`src/rtl/vector_lane_serializer_if.sv`:
```
// Handshake bundle for vector_lane_serializer.
//   Input side : in_valid/in_ready with in_vec (VECTOR_WIDTH lanes of WIDTH bits)
//                and in_mask (one bit per lane).
//   Output side: out_valid/out_ready with out_data, out_lane, out_last.
//   Status     : busy.
// master = the producer/consumer environment, slave = the serializer.
interface vector_lane_serializer_if #(
  parameter int WIDTH        = 24,
  parameter int VECTOR_WIDTH = 8
);
  localparam int LW = $clog2(VECTOR_WIDTH);

  logic                                 in_valid;
  logic                                 in_ready;
  logic [VECTOR_WIDTH-1:0][WIDTH-1:0]   in_vec;
  logic [VECTOR_WIDTH-1:0]              in_mask;
  logic                                 out_valid;
  logic                                 out_ready;
  logic [WIDTH-1:0]                     out_data;
  logic [LW-1:0]                        out_lane;
  logic                                 out_last;
  logic                                 busy;

  modport master (
    output in_valid, in_vec, in_mask, out_ready,
    input  in_ready, out_valid, out_data, out_lane, out_last, busy
  );

  modport slave (
    input  in_valid, in_vec, in_mask, out_ready,
    output in_ready, out_valid, out_data, out_lane, out_last, busy
  );
endinterface

```
`src/rtl/vector_lane_serializer.sv`:
```
// Captures a whole vector in one input handshake, then emits its active lanes
// (mask bit set) one per output handshake in ascending lane order. Each beat
// carries the lane value, its index and a flag marking the highest active lane.
// Ports:
//   clk   - clock, rising edge.
//   reset - synchronous, active-high; also forces all outputs to 0 while high.
//   bus   - vector_lane_serializer_if slave: input vector stream, scalar output
//           stream and busy status.
module vector_lane_serializer #(
  parameter int WIDTH        = 24,
  parameter int VECTOR_WIDTH = 8
) (
  input logic                   clk,
  input logic                   reset,
  vector_lane_serializer_if.slave bus
);
  localparam int LW = $clog2(VECTOR_WIDTH);

  typedef enum logic {StIdle, StStream} state_e;

  state_e                              state_q, state_d;
  logic [VECTOR_WIDTH-1:0][WIDTH-1:0]  vec_q, vec_d;
  logic [VECTOR_WIDTH-1:0]             mask_q, mask_d;
  logic [LW-1:0]                       ptr_q, ptr_d;

  logic [LW-1:0] first_lane;
  logic [LW-1:0] next_lane;
  logic          has_next;
  logic          streaming;
  logic          in_hs;
  logic          out_hs;

  // Lowest set bit of the incoming mask; scanning downward lets the last hit win.
  always_comb begin
    first_lane = '0;
    for (int i = VECTOR_WIDTH - 1; i >= 0; i--) begin
      if (bus.in_mask[i]) first_lane = LW'(i);
    end
  end

  // Next set bit strictly above ptr; no wrap, so the top lane is always terminal.
  always_comb begin
    has_next  = 1'b0;
    next_lane = '0;
    for (int i = VECTOR_WIDTH - 1; i >= 0; i--) begin
      if (mask_q[i] && (i > int'(ptr_q))) begin
        has_next  = 1'b1;
        next_lane = LW'(i);
      end
    end
  end

  // Outputs are gated by reset so an aborted stream disappears immediately.
  assign streaming    = (state_q == StStream) && !reset;
  assign bus.in_ready = (state_q == StIdle) && !reset;
  assign bus.out_valid = streaming;
  assign bus.out_data  = streaming ? vec_q[ptr_q] : '0;
  assign bus.out_lane  = streaming ? ptr_q : '0;
  assign bus.out_last  = streaming && !has_next;
  assign bus.busy      = streaming;

  assign in_hs  = bus.in_valid && bus.in_ready;
  assign out_hs = streaming && bus.out_ready;

  always_comb begin
    state_d = state_q;
    vec_d   = vec_q;
    mask_d  = mask_q;
    ptr_d   = ptr_q;
    unique case (state_q)
      StIdle: begin
        if (in_hs) begin
          vec_d  = bus.in_vec;
          mask_d = bus.in_mask;
          ptr_d  = first_lane;
          // An empty mask is consumed silently.
          if (|bus.in_mask) state_d = StStream;
        end
      end
      StStream: begin
        if (out_hs) begin
          if (has_next) ptr_d = next_lane;
          else          state_d = StIdle;
        end
      end
      default: state_d = StIdle;
    endcase
  end

  always_ff @(posedge clk) begin
    if (reset) begin
      state_q <= StIdle;
      vec_q   <= '0;
      mask_q  <= '0;
      ptr_q   <= '0;
    end else begin
      state_q <= state_d;
      vec_q   <= vec_d;
      mask_q  <= mask_d;
      ptr_q   <= ptr_d;
    end
  end
endmodule

```
`src/flat_wrapper.sv`:
```
// flat-port wrapper written by rule: the top's interface ports become plain ports
module vector_lane_serializer_flat 
#(
  parameter int WIDTH        = 24,
  parameter int VECTOR_WIDTH = 8
)
  (clk, reset, bus_in_valid, bus_in_vec, bus_in_mask, bus_out_ready, bus_in_ready, bus_out_valid, bus_out_data, bus_out_lane, bus_out_last, bus_busy);
  vector_lane_serializer_if #(.WIDTH(WIDTH), .VECTOR_WIDTH(VECTOR_WIDTH)) bus_i ();
  input logic clk;
  input logic reset;
  input wire logic [$bits(bus_i.in_valid)-1:0] bus_in_valid;
  input wire logic [$bits(bus_i.in_vec)-1:0] bus_in_vec;
  input wire logic [$bits(bus_i.in_mask)-1:0] bus_in_mask;
  input wire logic [$bits(bus_i.out_ready)-1:0] bus_out_ready;
  output wire logic [$bits(bus_i.in_ready)-1:0] bus_in_ready;
  output wire logic [$bits(bus_i.out_valid)-1:0] bus_out_valid;
  output wire logic [$bits(bus_i.out_data)-1:0] bus_out_data;
  output wire logic [$bits(bus_i.out_lane)-1:0] bus_out_lane;
  output wire logic [$bits(bus_i.out_last)-1:0] bus_out_last;
  output wire logic [$bits(bus_i.busy)-1:0] bus_busy;
  assign bus_i.in_valid = bus_in_valid;
  assign bus_i.in_vec = bus_in_vec;
  assign bus_i.in_mask = bus_in_mask;
  assign bus_i.out_ready = bus_out_ready;
  assign bus_in_ready = bus_i.in_ready;
  assign bus_out_valid = bus_i.out_valid;
  assign bus_out_data = bus_i.out_data;
  assign bus_out_lane = bus_i.out_lane;
  assign bus_out_last = bus_i.out_last;
  assign bus_busy = bus_i.busy;
  vector_lane_serializer #(.WIDTH(WIDTH), .VECTOR_WIDTH(VECTOR_WIDTH)) u_core (.clk(clk), .reset(reset), .bus(bus_i));
endmodule
```
`config.mk`:
```
export PLATFORM = sky130hd
export DESIGN_NAME = vector_lane_serializer_flat
export DESIGN_NICKNAME = d
export VERILOG_FILES = /design/src/rtl/vector_lane_serializer_if.sv /design/src/rtl/vector_lane_serializer.sv /design/src/flat_wrapper.sv
export SDC_FILE = /design/constraint.sdc
export NUM_CORES = 1
export LEC_CHECK = 0
export CAP_MARGIN = 5
export CORE_MARGIN = 3
export CORE_UTILIZATION = 30
export CTS_CLUSTER_DIAMETER = 150
export CTS_CLUSTER_SIZE = 10
export DETAILED_ROUTE_END_ITERATION = 8
export GPL_TIMING_DRIVEN = 0
export PLACE_DENSITY = 0.62
export SYNTH_ARGS = -nofsm -noshare
export SYNTH_HDL_FRONTEND = slang
export SYNTH_SLANG_ARGS = --single-unit
```
`constraint.sdc`:
```
create_clock -name clk -period 4.55 [get_ports clk]
set_input_delay 0.6825 -clock clk [delete_from_list [all_inputs] [get_ports clk]]
set_output_delay 0.6825 -clock clk [all_outputs]
set_load 0.05 [all_outputs]
```
## After elaboration in Yosys (flattened, before gate mapping)

Cells that the tools add are included.

- Register bits after elaboration: 204
- Bits in latches: 0
- Memory bits (writable): 0
- ROM bits: 0
- Input bits: 204
- Output and inout bits: 31
- Logic and storage cells: 75
- Memories: 0

- $add $sub $neg: 0
- $mul: 0
- Div/mod/pow operators: 0
- $lt $le $gt $ge: 8
- Eq/ne operators: 3
- Shift operators: 0
- Mux-type cells: 35
- Bitwise logic cells: 1
- Reductions and logical operators: 17

Operators with widths:

| operator | number |
|---|---|
| binary-select mux 24 bit (select 3 bit) | 1 |
| two-way mux 3 bit | 19 |
| two-way mux 24 bit | 2 |
| > comparator 3 bit, first input constant | 4 |
| logical AND 1 bit | 12 |
| two-way mux 1 bit | 11 |
| OR reduction 8 bit | 1 |
| > comparator 2 x 3 -> 1 bit, first input constant | 2 |
| case mux 3 bit (2 select lines) | 1 |
| less-than comparator 3 x 4 -> 1 bit, second input constant | 1 |
| != test 2 bit, second input constant | 2 |
| > comparator 1 x 3 -> 1 bit, first input constant | 1 |
| AND reduction 3 bit | 1 |
| zero test 1 bit | 2 |
| != test 2 x 1 -> 1 bit, second input constant | 1 |
| case mux 1 bit (2 select lines) | 1 |
| AND reduction 2 bit | 1 |
| inverter 1 bit | 1 |

## Depth between registers and ports, before layout

- Depth in word-level cells: 12
- Gate-level depth with buffers: 9
- Gate-level depth less buffers: 7

## Least setup slack after synthesis

Ideal clock, no wire load.

- Path kind: register to output
- From: reg u_core.ptr_q[2]
- To: out bus_out_last
- Arrival time: 1.753 ns
- Required time: 3.868 ns
- Slack: 2.115 ns
- Stages on the path, launching flop included: 6
- Path buffers: 3
- Cells stage by stage: dfxtp_1 buf_2 buf_2 buf_2 o21ai_0 nor2_1

- Cells in the longest elaborated chain, start to end: 11
- Elaborated cells between the ends (all ways): 23
- Those cells by class: order compare (7); mux (7); reduce/logical (9)

Ends and longest elaborated chain:

| element | RTL line | source |
|---|---|---|
| from (decl) | vector_lane_serializer.sv:24 | `logic [LW-1:0] ptr_q, ptr_d;` |
| from (signal assigned) | vector_lane_serializer.sv:100 | `ptr_q <= ptr_d;` |
| > comparator 3 bit | vector_lane_serializer.sv:46 | `if (mask_q[i] && (i > int'(ptr_q))) begin` |
| logical AND 1 bit | vector_lane_serializer.sv:46 |  |
| two-way mux 1 bit (6 in series) | vector_lane_serializer.sv:46 |  |
| two-way mux 1 bit (*) | vector_lane_serializer.sv:46 |  |
| zero test 1 bit (*) | vector_lane_serializer.sv:59 | `assign bus.out_last = streaming && !has_next;` |
| logical AND 1 bit (*) | vector_lane_serializer.sv:59 |  |
| to (decl) | flat_wrapper.sv:19 | `output wire logic [$bits(bus_i.out_last)-1:0] bus_out_last;` |

Mark *: on every way between the ends. The rest lies on a longest branch, timed or not.

## Worst setup path in the final report

- From: reg u_core.ptr_q[1]
- To: out bus_out_data[22]

- Cells in the longest elaborated chain, start to end: 3

Ends and longest elaborated chain:

| element | RTL line | source |
|---|---|---|
| binary-select mux 24 bit (select 3 bit) | vector_lane_serializer.sv:57 | `assign bus.out_data = streaming ? vec_q[ptr_q] : '0;` |
| two-way mux 24 bit (implied by the code) | vector_lane_serializer.sv:57 |  |
| two-way mux 24 bit | vector_lane_serializer.sv:57 |  |
| to (decl) | flat_wrapper.sv:17 | `output wire logic [$bits(bus_i.out_data)-1:0] bus_out_data;` |

Every way passes these cells. The select of a mux whose other input is x is not followed.

==> metrics.md <==
| Metric | Value |
|---|---|
| # DRC | 0 |
| Initial antenna violation count | 2 |
| RePlAce Congestion | 0.8863 |
| Placed wire-length estimate | 25,860 um |
| GR Overflow Total | 0 |
| Fill cells | 2,893 |
| Clk_lat worst skew | 0.52 ns |
| Slew @ Worst Pin | 0.6621 ns |
| Post-synth EDFFs | 0 |
| Hold crit path type | flip-flop to flip-flop |
| Final Cell Area | 0.01235 mm2 |
| Setup crit end kind | output pin |
| Relative slew slack | 55.86% |
| Cell taking the most area after synthesis | dfxtp_1 |
| Setup CP Type | flip-flop to output pin |
| CTS clk-pin slew, worst paths | 0.05 ns |
| WP data arrival | 3.14 ns |
| Status | complete, no violations |
| Synth cell count leaders | nand2_1, dfxtp_1, o21ai_0, mux4_2, clkbuf_1 |
| Period minus WS final | 3.820 ns |
| Ys Warns | 0 |
| TritonCTS clock tree | yes |
| Drt first pass iters | 5 |
| Syn-to-layout area delta | 38.85% |
| CP Launch Type | flip-flop |
| Ys flop type | dfxtp_1 |
| Met3 Use GR | 4.193% |
| Routed WL per cell | 19.77 um |
| R2R Path End | u_core.vec_q[99] |
| Die width | 178.2 um |
| Die Ht | 178.2 um |
| DRT Wirelength | 33,570 um |
| Sequential area share after synthesis | 45.68% |
| CP required | 3.87 ns |
| Diode count | 0 |
| Post-synthesis cell area | 0.008897 mm2 |
| Hold Path Cell Cnt | 2 |
| Crit share post-route | 83.95% |
| Clock Root Buffer | clkbuf_16 |
| # rows | 62 |
| Boundary Pins | 235 |
| FF-to-FF Start | u_core.state_q |
| Avg Inst Size Synth | 8.441 um2 |
| Largest net degree at the start of global routing | 12 |
| Die area | 0.03176 mm2 |
| Area contributors post-synth | dfxtp_1, nand2_1, mux4_2 |
| Met2 Track Usage GR | 33.31% |
| Dpl cells | 1,672 |
| Clock Tree Buf Depth | 3 |
| Slew Viols, Final | 0 |
| CTS Hold Bufs | 0 |
| Max Cap Violations | 0 |
| Total Routing Usage GR | 20.57% |
| Post-synthesis async set-or-reset flop share | 0% |
| Hold Vio Cnt, Final | 0 |
| Number of setup violations in the final report | 0 |
| R2R cell count | 6 |
| Share of cells above drive strength 1 | 9.361% |
| Core ar. | 0.02894 mm2 |
| Vias in the first global route | 8,427 |
| Initial drt markers | 630 |
| Post-synthesis cell type count | 40 |
| Final TNS setup | 0 ns |
| Worst setup slack after layout | 0.7302 ns |
| I/O Buffers | 234 |
| Pwr dens | 380.5 mW/mm2 |
| Synthesized flop and latch total | 203 |
| Global-route wire length before repair | 49,350 um |
| Clk_skew | 0.009341 ns |
| Final core occ | 42.70% |
| Gr busiest metal | met2 |
| Final ANT Viol Nets | 0 |
| Leakage power | 4.430 nW |
| Setup bufs post-CTS | 0 |
| Share of the synthesized area in the top cell type | 45.68% |
| Worst reg2reg setup slack | 2.67 ns |
| DR vias | 8,373 |
| Initial Util | 30.75% |
| Placed cell area | 0.01172 mm2 |
| Synth Instances | 1,054 |
| Max IR drop VDD | 0.2108 mV |
| Synth Net Count | 1,258 |
| Clock sinks | 203 |
| Total CTS buffers | 24 |
| Hold Crit Endpoint | u_core.vec_q[180] |
| Min-delay src | u_core.vec_q[180] |
| Cell with the most instances after synthesis | nand2_1 |
| Final net count | 1,518 |
| Post-Layout Cell Count | 1,698 |
| # resized after CTS | 0 |
| RSZ-0062 raised after global routing | no |
| Post-DR vias/cell | 4.931 |
| Htree depth | 1 |
| Met1 Usage GRT | 27.90% |
| Max Clk Rate | 261.8 MHz |
| Place WS | 0.8008 ns |
| CP Max Fanout | 10 |
[per-layer routing]
| metal | share of wire, % | up-vias | routed length, um |
|---|---|---|---|
| li1 | - | 4044 | - |
| met1 | 44 | 3952 | 14810 |
| met2 | 46 | 315 | 15330 |
| met3 | 7.3 | 58 | 2440 |
| met4 | 2.9 | 4 | 958 |
| met5 | 0.063 | - | 21 |
[metrics by stage]
stage / power [mW] / hold slack [ns]
after floorplan: 2.616 / 0.4252
after global placement: 3.060 / 0.4330
after detailed placement: 3.074 / 0.4378
after CTS: 4.741 / 0.4452
after global routing: 4.904 / 0.4573
final: 4.701 / 0.4478
[worst max path at each step]
stage,start,endpoint,slack [ns],cells after the start
floorplan,u_core.ptr_q[2],bus_out_last,2.11,5
global placement,reset,bus_out_data[21],0.81,6
detailed placement,reset,bus_out_data[22],0.80,6
CTS,u_core.ptr_q[1],bus_out_data[9],0.77,6
global route,u_core.ptr_q[1],bus_out_data[22],0.64,6
finish,u_core.ptr_q[1],bus_out_data[22],0.73,6
[final cells by class]
class | instances | area (um2) | area share, %
plain buffers | 86 | 484.2 | 3.919
clock buffers | 25 | 625.6 | 5.064
clock inverters | 1 | 8.758 | 0.07089
inverters | 6 | 22.52 | 0.1823
multi-input cells | 759 | 4327 | 35.02
flip-flops and latches | 203 | 4064 | 32.89
well taps | 384 | 480.5 | 3.889
repair buffers | 234 | 2342 | 18.96
[cells in the final DEF (no fill, tap or decap), drive strengths merged]
master / Yosys / final
o221a: 1 / 1
o211a: 2 / 2
dfxtp: 203 / 203
o31ai: 3 / 3
o21a: 1 / 1
nor3: 1 / 1
nand3: 1 / 1
or2: 1 / 1
o31a: 1 / 1
clkdlybuf4s50: 0 / 234
nor2: 37 / 37
nor2b: 2 / 2
a21oi: 2 / 2
and2: 3 / 3
inv: 6 / 7
nor3b: 1 / 1
mux4: 48 / 48
o21bai: 2 / 2
o2bb2ai: 2 / 2
o211ai: 1 / 1
nand4: 1 / 1
mux2i: 27 / 27
a21o: 2 / 2
nand2: 404 / 404
a2111oi: 1 / 1
a31oi: 1 / 1
clkbuf: 42 / 67
o21ai: 206 / 206
buf: 44 / 44
a21boi: 3 / 3
a221oi: 1 / 1
nand2b: 3 / 3
a32o: 1 / 1
[worst max-delay path, stage by stage, from the launching register on]
cell             delay (ns)
dfxtp_1                0.41
buf_2                  0.33
buf_2                  0.41
mux4_2                 0.28
mux2i_1                0.07
nor2_1                 0.25
clkdlybuf4s50_1        0.87
[power by group]
group | leakage, nW | switching [mW] | internal, mW
Sequential | 1.67 | 0.0845 | 1.94
Combinational | 2.45 | 0.532 | 0.478
Clock | 0.313 | 0.707 | 0.961
Total | 4.43 | 1.32 | 3.38
[flip-flops by register name, summed over array words and instances, names as in the netlist]
signal and flops:
u_core.vec_q 192, u_core.mask_q 7, u_core.ptr_q 3, u_core.state_q 1
[logic make-up after synthesis]
logic type | synth area share, %
AND/OR/NAND/NOR | 19.70
AO/OA/AOI/OAI | 13.74
flip-flops | 45.68
multiplexers | 15.19
buffers and inverters | 5.695
(Power assumes the default switching activity.)
